<file path="src/rtl/ddr3_dqs_delay_tracker.sv">
// Read DQS delay tracker: majority-votes IOD eye-monitor flags and issues single-tap moves.
// Define DDR3_DQS_TRACK_HYST_EN to require two consecutive same-direction decisions per move.
module ddr3_dqs_delay_tracker #(
  parameter int SAMPLE_WIN = 16,
  parameter int THRESH     = 4,
  parameter int SETTLE_CYC = 8,
  parameter int TAP_INIT   = 1,
  parameter int TAP_MAX    = 127
) (
  input  logic       FAB_CLK,
  input  logic       ARST_N,
  input  logic       TRACK_EN,
  input  logic       LOAD_REQ,
  input  logic       RD_VALID,
  input  logic       EYE_MONITOR_EARLY_0,
  input  logic       EYE_MONITOR_LATE_0,
  input  logic       DELAY_LINE_OUT_OF_RANGE_0,
  output logic       DELAY_LINE_MOVE_0,
  output logic       DELAY_LINE_DIRECTION_0,
  output logic       DELAY_LINE_LOAD_0,
  output logic       EYE_MONITOR_CLEAR_FLAGS_0,
  output logic [7:0] TAP_POS,
  output logic       BUSY,
  output logic       LIMIT_ERR
);

  localparam int VW = $clog2(SAMPLE_WIN + 1);
  localparam int NW = VW + 1;
  localparam logic signed [NW-1:0] ONE_S   = NW'(1);
  localparam logic signed [NW-1:0] THR_POS = NW'(THRESH);
  localparam logic signed [NW-1:0] THR_NEG = -THR_POS;
  localparam logic [VW-1:0]        VOTE_LAST = VW'(SAMPLE_WIN - 1);
  localparam logic [7:0]           SETTLE_LD = 8'(SETTLE_CYC - 1);
  localparam logic [7:0]           TAP_INIT_V = 8'(TAP_INIT);
  localparam logic [7:0]           TAP_MAX_V  = 8'(TAP_MAX);

  typedef enum logic [2:0] {
    S_IDLE, S_LOAD, S_CLEAR, S_SAMPLE, S_DECIDE, S_MOVE, S_SETTLE
  } state_t;

  state_t                 state_q, state_d;
  logic signed [NW-1:0]   net_q, net_d;
  logic [VW-1:0]          votes_q, votes_d;
  logic [7:0]             tap_q, tap_d;
  logic [7:0]             settle_q, settle_d;
  logic                   dir_q, dir_d;
  logic                   lim_q, lim_d;
  logic                   undo_q, undo_d;
  logic                   up_ok, dn_ok, go_move;
`ifdef DDR3_DQS_TRACK_HYST_EN
  logic                   pend_v_q, pend_v_d;
  logic                   pend_dir_q, pend_dir_d;
`endif

  always_ff @(posedge FAB_CLK or negedge ARST_N) begin
    if (!ARST_N) begin
      state_q  <= S_IDLE;
      net_q    <= '0;
      votes_q  <= '0;
      tap_q    <= '0;
      settle_q <= '0;
      dir_q    <= 1'b0;
      lim_q    <= 1'b0;
      undo_q   <= 1'b0;
`ifdef DDR3_DQS_TRACK_HYST_EN
      pend_v_q   <= 1'b0;
      pend_dir_q <= 1'b0;
`endif
    end else begin
      state_q  <= state_d;
      net_q    <= net_d;
      votes_q  <= votes_d;
      tap_q    <= tap_d;
      settle_q <= settle_d;
      dir_q    <= dir_d;
      lim_q    <= lim_d;
      undo_q   <= undo_d;
`ifdef DDR3_DQS_TRACK_HYST_EN
      pend_v_q   <= pend_v_d;
      pend_dir_q <= pend_dir_d;
`endif
    end
  end

  always_comb begin
    state_d  = state_q;
    net_d    = net_q;
    votes_d  = votes_q;
    tap_d    = tap_q;
    settle_d = settle_q;
    dir_d    = dir_q;
    lim_d    = lim_q;
    undo_d   = undo_q;
    up_ok    = (net_q >= THR_POS) && (tap_q < TAP_MAX_V);
    dn_ok    = (net_q <= THR_NEG) && (tap_q != 8'd0);
    go_move  = 1'b0;
`ifdef DDR3_DQS_TRACK_HYST_EN
    pend_v_d   = pend_v_q;
    pend_dir_d = pend_dir_q;
`endif
    case (state_q)
      S_IDLE: if (TRACK_EN) state_d = S_CLEAR;
      S_LOAD: begin
        tap_d    = TAP_INIT_V;
        lim_d    = 1'b0;
        net_d    = '0;
        votes_d  = '0;
        undo_d   = 1'b0;
        settle_d = SETTLE_LD;
        state_d  = S_SETTLE;
`ifdef DDR3_DQS_TRACK_HYST_EN
        pend_v_d = 1'b0;
`endif
      end
      S_CLEAR: begin
        if (TRACK_EN) state_d = S_SAMPLE;
        else begin
          state_d = S_IDLE;
          net_d   = '0;
          votes_d = '0;
        end
      end
      S_SAMPLE: begin
        if (!TRACK_EN) begin
          state_d = S_IDLE;
          net_d   = '0;
          votes_d = '0;
        end else if (RD_VALID) begin
          if (EYE_MONITOR_EARLY_0 && !EYE_MONITOR_LATE_0) net_d = net_q + ONE_S;
          else if (EYE_MONITOR_LATE_0 && !EYE_MONITOR_EARLY_0) net_d = net_q - ONE_S;
          votes_d = votes_q + VW'(1);
          state_d = (votes_q == VOTE_LAST) ? S_DECIDE : S_CLEAR;
        end
      end
      S_DECIDE: begin
        net_d   = '0;
        votes_d = '0;
`ifdef DDR3_DQS_TRACK_HYST_EN
        // A move needs a matching pending direction; anything else re-arms or drops it.
        if ((up_ok || dn_ok) && pend_v_q && (pend_dir_q == up_ok)) begin
          go_move  = 1'b1;
          pend_v_d = 1'b0;
        end else if ((up_ok || dn_ok) && !pend_v_q) begin
          pend_v_d   = 1'b1;
          pend_dir_d = up_ok;
        end else begin
          pend_v_d = 1'b0;
        end
`else
        go_move = up_ok || dn_ok;
`endif
        if (!TRACK_EN) state_d = S_IDLE;
        else if (go_move) begin
          dir_d   = up_ok;
          state_d = S_MOVE;
        end else state_d = S_CLEAR;
      end
      S_MOVE: begin
        tap_d    = dir_q ? tap_q + 8'd1 : tap_q - 8'd1;
        undo_d   = 1'b1;
        settle_d = SETTLE_LD;
        state_d  = S_SETTLE;
      end
      S_SETTLE: begin
        // Out-of-range reverts only the move that led here, once.
        if (DELAY_LINE_OUT_OF_RANGE_0) begin
          lim_d = 1'b1;
          if (undo_q) begin
            tap_d  = dir_q ? tap_q - 8'd1 : tap_q + 8'd1;
            undo_d = 1'b0;
          end
        end
        if (settle_q == 8'd0) begin
          undo_d  = 1'b0;
          state_d = TRACK_EN ? S_CLEAR : S_IDLE;
        end else begin
          settle_d = settle_q - 8'd1;
        end
      end
      default: state_d = S_IDLE;
    endcase
    if (LOAD_REQ) begin
      state_d = S_LOAD;
      net_d   = '0;
      votes_d = '0;
    end
  end

  always_comb begin
    DELAY_LINE_MOVE_0         = (state_q == S_MOVE);
    DELAY_LINE_LOAD_0         = (state_q == S_LOAD);
    EYE_MONITOR_CLEAR_FLAGS_0 = (state_q == S_CLEAR);
    BUSY                      = (state_q != S_IDLE);
    DELAY_LINE_DIRECTION_0    = dir_q;
    TAP_POS                   = tap_q;
    LIMIT_ERR                 = lim_q;
  end

endmodule

</file>
<file path="config.mk">
export PLATFORM = sky130hd
export DESIGN_NAME = ddr3_dqs_delay_tracker
export DESIGN_NICKNAME = d
export VERILOG_FILES = /design/src/rtl/ddr3_dqs_delay_tracker.sv
export SDC_FILE = /design/constraint.sdc
export NUM_CORES = 1
export LEC_CHECK = 0
export BUFFER_PORTS_ARGS = -buffer_cell sky130_fd_sc_hd__clkbuf_2
export CORE_MARGIN = 5
export CORE_UTILIZATION = 55
export DETAILED_ROUTE_END_ITERATION = 8
export PLACE_DENSITY = 0.72
export REMOVE_ABC_BUFFERS = 1
export SLEW_MARGIN = 10
export SYNTH_ARGS = -nofsm -noshare
export SYNTH_HDL_FRONTEND = slang
export SYNTH_SLANG_ARGS = --single-unit
</file>
<file path="constraint.sdc">
create_clock -name FAB_CLK -period 2.7 [get_ports FAB_CLK]
set_input_delay 0.27 -clock FAB_CLK [delete_from_list [all_inputs] [get_ports FAB_CLK]]
set_output_delay 0.27 -clock FAB_CLK [all_outputs]
set_load 0.01 [all_outputs]
</file>
-- After elaboration in Yosys (flattened, before gate mapping)
Index checks and enable logic that the tools add are counted.
- register bits after elaboration: 33
- input bits: 8
- logic and storage cells: 93
- add/sub/neg operators: 6
- $lt $le $gt $ge: 3
- equality and inequality tests: 16
- mux-type cells: 35
- reductions and logical operators: 25
- operators by type and width (cell ; number):
    2-to-1 mux 8 bit ; 5
    2-to-1 mux 6 bit ; 6
    2-to-1 mux 3 bit ; 8
    one-hot mux 8 bit (3 select lines) ; 1
    2-to-1 mux 5 bit ; 4
    one-hot mux 3 bit (6 select lines) ; 1
    one-hot mux 6 bit (3 select lines) ; 1
    one-hot mux 8 bit (2 select lines) ; 1
    subtractor 8 x 1 -> 8 bit, second input constant ; 2
    one-hot mux 5 bit (3 select lines) ; 1
    inequality test 3 bit, second input constant ; 4
    AND reduction 3 bit ; 4
    == test 3 bit, second input constant ; 3
    adder 8 x 1 -> 8 bit, second input constant ; 1
    zero test 8 bit ; 1
    less-than comparator 8 x 7 -> 1 bit, second input constant ; 1
    nonzero test 8 bit ; 1
    adder 6 x 2 -> 6 bit, second input constant ; 1
    == test 3 x 2 -> 1 bit, second input constant ; 2
    >= comparator 6 x 4 -> 1 bit, second input constant ; 1
    less-or-equal comparator 6 x 3 -> 1 bit, second input constant ; 1
    inequality test 2 bit, second input constant ; 3
    AND reduction 2 bit ; 3
    nonzero test 3 bit ; 2
    other kinds (18) ; 27

-- Logic depth before layout (Yosys ltp)
Gate-level depths: netlist of the first run.
- depth in word-level cells: 8
- mapped depth: 9

-- Worst setup path after synthesis of the first run
OpenSTA, ideal clock, no wires.
- path kind: input -> register
- start: input port EYE_MONITOR_LATE_0
- end: register net_q[5]
- setup time: 0.118 ns
- arrival: 2.004 ns
- path slack: 0.578 ns
- cell stages on the path: 9
- buffers on the path: 0
- cell sequence: inv_1 -> ha_1 -> inv_1 -> ha_1 -> o21ai_0 -> or4b_2 -> o2111ai_1 -> mux2i_1 -> a21o_1
- cells in the longest elaborated chain, start to end: 7
- ends and longest elaborated chain (what ; line ; source):
    from (decl) ; 16 ; input logic EYE_MONITOR_LATE_0,
    zero test 1 bit ; 129 ; if (EYE_MONITOR_EARLY_0 && !EYE_MONITOR_LATE_0) net_d = net_q + ONE_S;
    logical AND 1 bit ; 129 ;
    2-to-1 mux 6 bit ; 129 ;
    2-to-1 mux 6 bit ; 128 ; end else if (RD_VALID) begin
    2-to-1 mux 6 bit ; 124 ; if (!TRACK_EN) begin
    one-hot mux 6 bit (3 select lines) ; 101 ; case (state_q)
    2-to-1 mux 6 bit ; 182 ; if (LOAD_REQ) begin
    to (signal assigned) ; 71 ; net_q <= net_d;
    to (decl) ; 42 ; logic signed [NW-1:0] net_q, net_d;
Parallel ways exist; a longest one is shown, timed or not. The select of a mux whose other input is x is not followed.
A chain may end at the register's enable or synchronous reset.

-- Worst setup path in the final report of the first run
- start: register state_q[0]
- end: register tap_q[5], in the netlist TAP_POS[5]
- cells in the longest elaborated chain, start to end: 3
- ends and longest elaborated chain (what ; line ; source):
    from (decl) ; 41 ; state_t state_q, state_d;
    from (signal assigned) ; 70 ; state_q <= state_d;
    == test 3 bit or == test 3 x 1 -> 1 bit (tied branches) ; 101 ;
    inequality test 2 bit (no source line) or nonzero test 3 bit (tied branches) ; - ;
    AND reduction 3 bit (no source line) ; - ;
    to (signal assigned) ; 73 ; tap_q <= tap_d;
    to (decl) ; 44 ; logic [7:0] tap_q, tap_d;
Parallel ways exist; a longest one is shown, timed or not.

==> impl_metrics.csv, run 1 <==
group,metric,value,unit
clocking,cts_resized,0,
route,drt_pre_antenna_iters,4,
critical_path,critical_path_data_arrival_time,2.42,ns
global_routing,grt.total_usage,20.7,%
run,maxCapViolations,0,
hold_path,holdCritPathClass,"in2async",
clocking,clkTransAtPathRegs,0.07,ns
global_routing,groute.layer.met1.usage,27.8,%
place,place_ws,0.304,ns
route,finalWirelength,5460,um
synth,async_reset_ff_share,100,%
layout,antenna-diode-count,0,
critical_path,timing.critical_path.from_type,"register",
sta,clock-skew-final,0.00735,ns
synth,post_synth.cell_area_avg,8.48,sq um
clocking,tritoncts,"done",
critical_path,r2r_setup_slack,0.45,ns
route,post-route-drc-count,0,
sta,timing.final.setup_violations,0,
route,wire_per_inst,15.6,um
synth,yosys_register_bits,33,
power_and_ir_drop,total_leakage_power,1.20,nW
synth,yosysTopAreaCell,"sky130_fd_sc_hd__dfrtp_1",
synth,post-synth-top-area-fraction,34.6,%
synth,synthDistinctLibCells,56,
global_routing,wire_length_of_the_first_global_routing_pass,9170,um
global_routing,grt_pass1_vias,1989,
synth,ys_warn_count,0,
clocking,clkSinkCount,33,
layout,layout.nets,319,
synth,postSynth.topFlopCell,"sky130_fd_sc_hd__dfrtp_1",
sta,rsz0062_at_grt,"no",
critical_path,worst-setup-path-type,"reg2reg",
clocking,htreeDepth,2,
route,via_count,2181,
sta,transition_time_of_the_tightest_slew_check_pin,0.973,ns
place,place_congestion,0.892,
clocking,total_clock_buffers_created_by_cts,5,
critical_path,critPathCaptureType,"register",
die,rows,24,
global_routing,met2_track_demand_over_resource,33.7,%
global_routing,use_met3,3.69,%
synth,synthesis.area,2380,sq um
route,drt-vias-per-instance,6.21,
clocking,post_cts_setup_driven_buffer_insertion_count,0,
critical_path,crit-reg2reg-launch,"state_q[0]",
place,place.port_buffers,21,
sta,post-route-period-util,83.2,%
sta,worst_slew_margin_rel,34.8,%
die,die_area,5750,sq um
die,die_h,75.8,um
synth,yosys-top-cells-count,"sky130_fd_sc_hd__dfrtp_1 (33), sky130_fd_sc_hd__nand2_1 (24), sky130_fd_sc_hd__o21ai_0 (24)",
synth,yosysMostFrequentCell,"sky130_fd_sc_hd__dfrtp_1",
sta,setup_slack,0.453,ns
global_routing,grt_overflow,0,
global_routing,busiest_layer_in_global_routing,"met2",
synth,post_synth_main_area_contributors,"sky130_fd_sc_hd__dfrtp_1 (35%), sky130_fd_sc_hd__ha_1 (5.8%), sky130_fd_sc_hd__o21ai_0 (5.0%), sky130_fd_sc_hd__a21oi_1 (3.8%), sky130_fd_sc_hd__nand2_1 (3.8%)",
critical_path,worst_r2r_path_depth,5,
sta,timing.final.max_slew_violations,0,
sta,max_freq,445,MHz
synth,synth-seq-area-share,34.6,%
layout,post_route_cells_drive_above_1_share,13.7,%
global_routing,grt_antenna_before_repair,0,
die,floorplan.initialDensity,55.9,%
sta,layout_min_cycle_time,2.25,ns
route,antenna_nets_post_route,0,
clocking,cts-hold-fix-buffers,0,
die,floorplan_core_area,4260,sq um
route,dr.first_iter.drc_count,195,
layout,area_added_between_synthesis_and_finish,9.24,%
sta,setup-tns-final,0,ns
power_and_ir_drop,peakVddDrop,0.290,mV
clocking,clock_root_buffer_master,"sky130_fd_sc_hd__clkbuf_8",
status,status,"completed",
critical_path,critPathRequiredTime,2.87,ns
clocking,max_buffers_root_to_sink,2,
synth,synth_edf_count,0,
critical_path,crit_fanout,17,
die,num_io_pins,22,
critical_path,crit-reg2reg-capture,"TAP_POS[5]",
global_routing,grt_max_degree,34,
clocking,later_pin_clock_latency_in_the_skew_report,0.28,ns
power_and_ir_drop,power-per-cell-area,561,nW/um^2
place,detailedPlacementHpwl,3960,um
sta,report.final.hold_viol_count,0,
synth,netlist_instances,281,
die,die_x,75.8,um
[cells by family after synthesis]
| family | count (synthesis) | synth area share, % |
|---|---|---|
| XOR/XNOR | 10 | 3.67 |
| AND/OR/NAND/NOR | 100 | 23.3 |
| AO/OA/AOI/OAI | 91 | 24.9 |
| flip-flops | 33 | 34.6 |
| multiplexers | 4 | 1.73 |
| buffers and inverters | 31 | 5.14 |
| adder cells (fa/ha/maj) | 12 | 6.61 |
[cells in the final DEF (no fill, tap or decap), types with 6 or more instances in the layout]
master	instances
sky130_fd_sc_hd__clkbuf_2	21
sky130_fd_sc_hd__nor2_1	17
sky130_fd_sc_hd__a31oi_1	6
sky130_fd_sc_hd__nand2b_1	6
sky130_fd_sc_hd__a21oi_1	18
sky130_fd_sc_hd__nand3_1	9
sky130_fd_sc_hd__nand2_1	24
sky130_fd_sc_hd__xnor2_1	7
sky130_fd_sc_hd__dfrtp_1	33
sky130_fd_sc_hd__o21ai_0	24
sky130_fd_sc_hd__nor3_1	9
sky130_fd_sc_hd__ha_1	11
sky130_fd_sc_hd__nor3b_1	6
sky130_fd_sc_hd__clkbuf_8	6
sky130_fd_sc_hd__inv_1	19
[sequential cells by signal, indices dropped and copies added, names as in the netlist]
name and cells:
undo_q 1, votes_q 5, state_q 3, DELAY_LINE_DIRECTION_0 1, net_q 6, settle_q 8
LIMIT_ERR 1, TAP_POS 8
[stage by stage]
| step | hold slack (ns) | std cells | instance area (sq um) | total power, W | util, % |
|---|---|---|---|---|---|
| CTS | 0.119 | 351 | 2600 | 0.00147 | 61.1 |
| floorplan | -0.0256 | 269 | 2330 | 0.000935 | - |
| global placement | 0.418 | 344 | 2520 | 0.00108 | 59.0 |
| detailed placement | 0.426 | 344 | 2520 | 0.00109 | 59.0 |
| finish | 0.0915 | 351 | 2600 | 0.00146 | 61.1 |
| global route | 0.168 | 351 | 2600 | 0.00155 | 61.1 |
[power by group]
group / internal [W] / total [W] / leakage [nW] / switching, W
logic: 0.000173 / 0.000440 / 0.726 / 0.000266
registers: 0.000537 / 0.000641 / 0.434 / 0.000105
clock network: 0.000202 / 0.000380 / 0.0443 / 0.000177
total: 0.000912 / 0.00146 / 1.20 / 0.000548
[worst max-delay path, cell delays in order (launching register included)]
cell,delay [ns]
sky130_fd_sc_hd__dfrtp_1,0.65
sky130_fd_sc_hd__nand2b_1,0.26
sky130_fd_sc_hd__nor2_4,0.09
sky130_fd_sc_hd__a31oi_1,0.75
sky130_fd_sc_hd__a41oi_1,0.08
sky130_fd_sc_hd__a32o_1,0.31
[area by class of cell]
type / instances / area [sq um]
inverter: 19 / 71.3
timing repair buffer: 23 / 120
tap: 52 / 65.1
fill: 403 / 1660
multi-input combinational: 217 / 1440
clock buffer: 7 / 86.3
sequential: 33 / 826
[how the worst max path moves through the flow]
stage / from / to / slack [ns] / cells past startpoint
6_report: state_q[0] / TAP_POS[5] / 0.45 / 5
5_1_grt: state_q[0] / TAP_POS[4] / 0.30 / 5
4_1_cts: state_q[0] / TAP_POS[5] / 0.51 / 5
3_5_place_dp: EYE_MONITOR_LATE_0 / net_q[5] / 0.30 / 10
3_3_place_gp: EYE_MONITOR_LATE_0 / net_q[5] / 0.39 / 10
2_1_floorplan: EYE_MONITOR_LATE_0 / net_q[5] / 0.58 / 9
[per-layer routing]
| metal | wire length [um] | vias up | part of all wire [%] |
|---|---|---|---|
| li1 | - | 1066 | - |
| met1 | 2580 | 1053 | 47 |
| met2 | 2580 | 58 | 47 |
| met3 | 236 | 4 | 4.3 |
| met4 | 60 | 0 | 1.1 |
| met5 | 0 | - | 0 |
Note: power is estimated with default switching activity, not from simulation.
==> run 2, diff against run 1 <==
--- a/config.mk
+++ b/config.mk
@@ -5,6 +5,7 @@
 export SDC_FILE = /design/constraint.sdc
 export NUM_CORES = 1
 export LEC_CHECK = 0
+export ABC_AREA = 1
 export BUFFER_PORTS_ARGS = -buffer_cell sky130_fd_sc_hd__clkbuf_2
 export CORE_MARGIN = 5
 export CORE_UTILIZATION = 55
==> constraint.sdc (replaced) <==
create_clock -name FAB_CLK -period 2.3 [get_ports FAB_CLK]
set_input_delay 0.23 -clock FAB_CLK [delete_from_list [all_inputs] [get_ports FAB_CLK]]
set_output_delay 0.23 -clock FAB_CLK [all_outputs]
set_load 0.01 [all_outputs]
==> run 2 against run 1 <==
  * Worst setup slack gained 0.14 ns
  * Design area grew 0.91%
  * Combinational power up 50%
  * Largest cell class unchanged
  * Area after synthesis is the same
==> impl_metrics.csv, run 2 <==
group,metric,value,unit
place,place.port_buffers,21,
synth,yosys-top-cells-count,"sky130_fd_sc_hd__nand2_1 (81), sky130_fd_sc_hd__inv_1 (45), sky130_fd_sc_hd__nor2_1 (44)",
die,die_x,75.8,um
sta,rsz0062_at_grt,"no",
critical_path,critical_path_data_arrival_time,1.89,ns
global_routing,grt_pass1_vias,1983,
power_and_ir_drop,pwr-share-comb,32.7,%
route,via_count,2215,
clocking,later_pin_clock_latency_in_the_skew_report,0.29,ns
global_routing,wire_length_of_the_first_global_routing_pass,8360,um
synth,synth_edf_count,0,
sta,report.final.hold_viol_count,0,
power_and_ir_drop,clock_share_of_power,28.2,%
power_and_ir_drop,share_seq_of_total_power,39.1,%
critical_path,worst_r2r_path_depth,11,
sta,post-route-period-util,74.2,%
critical_path,critPathCaptureType,"register",
power_and_ir_drop,power-per-cell-area,768,nW/um^2
die,num_io_pins,22,
critical_path,critPathCapture,"state_q[2]",
clocking,max_buffers_root_to_sink,2,
layout,fin_area,2630,sq um
critical_path,timing.critical_path.from,"TAP_POS[0]",
clocking,total_clock_buffers_created_by_cts,5,
global_routing,grt_max_degree,34,
synth,async_reset_ff_share,100,%
route,finalWirelength,4960,um
synth,arithmetic_cell_share_of_the_synthesized_area_counting_full_adders_half_adders_and_majority_gates,6.61,%
critical_path,worst-setup-path-type,"reg2reg",
die,die_area,5750,sq um
synth,synth_xor_xnor_area_share,4.04,%
route,post-route-drc-count,0,
power_and_ir_drop,power_switching_share,38.1,%
sta,timing.final.setup_violations,0,
layout,post_route_cells_drive_above_1_share,12.1,%
synth,ys_warn_count,0,
layout,final_common_cell,"sky130_fd_sc_hd__nand2_1",
layout,layout.nets,383,
synth,synth-compound-area-share,9.24,%
place,placed_area,2510,sq um
synth,synthDistinctLibCells,28,
sta,setup-tns-final,0,ns
synth,area_fraction_in_and_or_nand_and_nor_cells_after_synthesis,36.1,%
synth,netlist_instances,341,
clocking,tritoncts,"done",
critical_path,r2r_setup_slack,0.59,ns
clocking,clock_root_buffer_master,"sky130_fd_sc_hd__clkbuf_8",
synth,synthesis.area,2380,sq um
clocking,clkSinkCount,33,
place,place_ws,0.571,ns
critical_path,timing.critical_path.from_type,"register",
route,drt_pre_antenna_iters,5,
route,antenna_nets_post_route,0,
place,detailedPlacementHpwl,3780,um
clocking,htreeDepth,2,
power_and_ir_drop,p_int,0.00125,W
sta,max_freq,586,MHz
route,drt-vias-per-instance,5.32,
sta,layout_min_cycle_time,1.71,ns
status,status,"completed",
die,floorplan.initialDensity,55.9,%
sta,setup_slack,0.595,ns
run,maxCapViolations,0,
synth,yosysTopAreaCell,"sky130_fd_sc_hd__dfrtp_1",
power_and_ir_drop,switch_pwr,0.000768,W
die,rows,24,
global_routing,grt_antenna_before_repair,0,
global_routing,grt_overflow,0,
synth,synth-seq-area-share,34.6,%
clocking,post_cts_setup_driven_buffer_insertion_count,0,
critical_path,crit-reg2reg-launch,"TAP_POS[0]",
critical_path,crit_fanout,6,
synth,postSynth.topFlopCell,"sky130_fd_sc_hd__dfrtp_1",
sta,transition_time_of_the_tightest_slew_check_pin,0.832,ns
route,wire_per_inst,11.9,um
synth,post_synth_main_area_contributors,"sky130_fd_sc_hd__dfrtp_1 (35%), sky130_fd_sc_hd__nand2_1 (13%), sky130_fd_sc_hd__nand3_1 (7.1%), sky130_fd_sc_hd__inv_1 (7.1%), sky130_fd_sc_hd__nor2_1 (6.9%)",
hold_path,holdCritPathClass,"in2async",
critical_path,critPathRequiredTime,2.48,ns
synth,post-synth-top-area-fraction,34.6,%
sta,clock-skew-final,0.00704,ns
synth,yosys_register_bits,33,
layout,area_added_between_synthesis_and_finish,10.2,%
critical_path,crit-reg2reg-capture,"state_q[2]",
die,die_h,75.8,um
clocking,clkTransAtPathRegs,0.07,ns
layout,antenna-diode-count,0,
synth,post_synth.cell_area_avg,6.99,sq um
route,dr.first_iter.drc_count,197,
power_and_ir_drop,total_leakage_power,1.32,nW
synth,post_synth_mux_area_share,0,%
clocking,cts_resized,0,
sta,worst_slew_margin_rel,44.5,%
clocking,cts-hold-fix-buffers,0,
synth,synth_top_family_by_area,"simple AND/OR/NAND/NOR gates",
global_routing,grt.total_usage,18.8,%
place,place_congestion,0.911,
synth,yosysMostFrequentCell,"sky130_fd_sc_hd__nand2_1",
die,floorplan_core_area,4260,sq um
sta,timing.final.max_slew_violations,0,
power_and_ir_drop,peakVddDrop,0.325,mV
layout,layout.cells.most_common_list,"sky130_fd_sc_hd__nand2_1 (81), sky130_fd_sc_hd__inv_1 (45), sky130_fd_sc_hd__nor2_1 (44)",
==> run 2: cell types whose count changed after synthesis, sizes merged, moves of 6 or more <==
cell,change
clkbuf,-7
nand2,+62
nor2,+27
nand4,+10
nor3b,-6
inv,+29
nand3,+28
a21oi,-12
nand2b,-6
==> run 2: cells by family (layout without fill, tap and decap cells) <==
| kind of cell | after synthesis | in the layout |
|---|---|---|
| XOR/XNOR | 11 | 11 |
| adder cells (fa/ha/maj) | 12 | 12 |
| buffers and inverters | 54 | 77 |
| flip-flops | 33 | 33 |
| AND/OR/NAND/NOR | 189 | 189 |
| AO/OA/AOI/OAI | 42 | 42 |
==> run 2: layer usage <==
layer | share of wire [%] | GRT usage, % | up-vias
met5 | 0 | 0 | -
met4 | 1.3 | 6.99 | 0
met3 | 5.6 | 4.49 | 9
met2 | 45 | 30.2 | 56
met1 | 48 | 24.4 | 1000
li1 | - | - | 1150
==> run 2: layout make-up <==
class	count	area, sq um
inverters	48	180
flip-flops and latches	33	826
clock inverters	1	30.0
clock buffers	7	86.3
well taps	52	65.1
multi-input cells	254	1340
fillers	403	1640
repair buffers	21	105
==> run 2: metrics by stage <==
stage / cells / utilization, % / hold WS [ns] / total power, W
floorplan: 335 / - / -0.0656 / 0.00125
global placement: 408 / 58.9 / 0.368 / 0.00145
detailed placement: 408 / 58.9 / 0.374 / 0.00146
CTS: 416 / 61.6 / 0.0689 / 0.00203
global route: 416 / 61.6 / 0.0973 / 0.00216
finish: 416 / 61.6 / 0.0327 / 0.00202
==> run 2: worst max-delay path, stage by stage (launching register included) <==
cell                      delay [ns]
sky130_fd_sc_hd__dfrtp_1        0.44
sky130_fd_sc_hd__inv_1          0.12
sky130_fd_sc_hd__ha_1           0.19
sky130_fd_sc_hd__nand2_1        0.06
sky130_fd_sc_hd__nor2_1         0.25
sky130_fd_sc_hd__nand3_1        0.12
sky130_fd_sc_hd__nand2_1        0.09
sky130_fd_sc_hd__nand2_1        0.05
sky130_fd_sc_hd__nand2_1        0.11
sky130_fd_sc_hd__nand2_1        0.06
sky130_fd_sc_hd__nand2_1        0.06
sky130_fd_sc_hd__nand2_1        0.04
==> run 2: how the worst min path moves through the flow <==
| stage | from | to | slack [ns] | cells after the start |
|---|---|---|---|---|
| 5_1_grt | ARST_N | settle_q[4] | 0.1 | 1 |
| 3_3_place_gp | ARST_N | votes_q[0] | 0.37 | 1 |
| 4_1_cts | ARST_N | settle_q[4] | 0.07 | 1 |
| 6_report | ARST_N | votes_q[1] | 0.03 | 1 |
| 3_5_place_dp | ARST_N | votes_q[1] | 0.37 | 1 |
| 2_1_floorplan | ARST_N | DELAY_LINE_DIRECTION_0 | -0.07 | 0 |
==> run 2: power groups by stage <==
stage / combinational, W / sequential, W / clock [W]
floorplan: 0.000455 / 0.000797 / 0
finish: 0.000660 / 0.000788 / 0.000570
CTS: 0.000664 / 0.000786 / 0.000579
global route: 0.000761 / 0.000802 / 0.000601
detailed placement: 0.000662 / 0.000796 / 0
global placement: 0.000652 / 0.000795 / 0
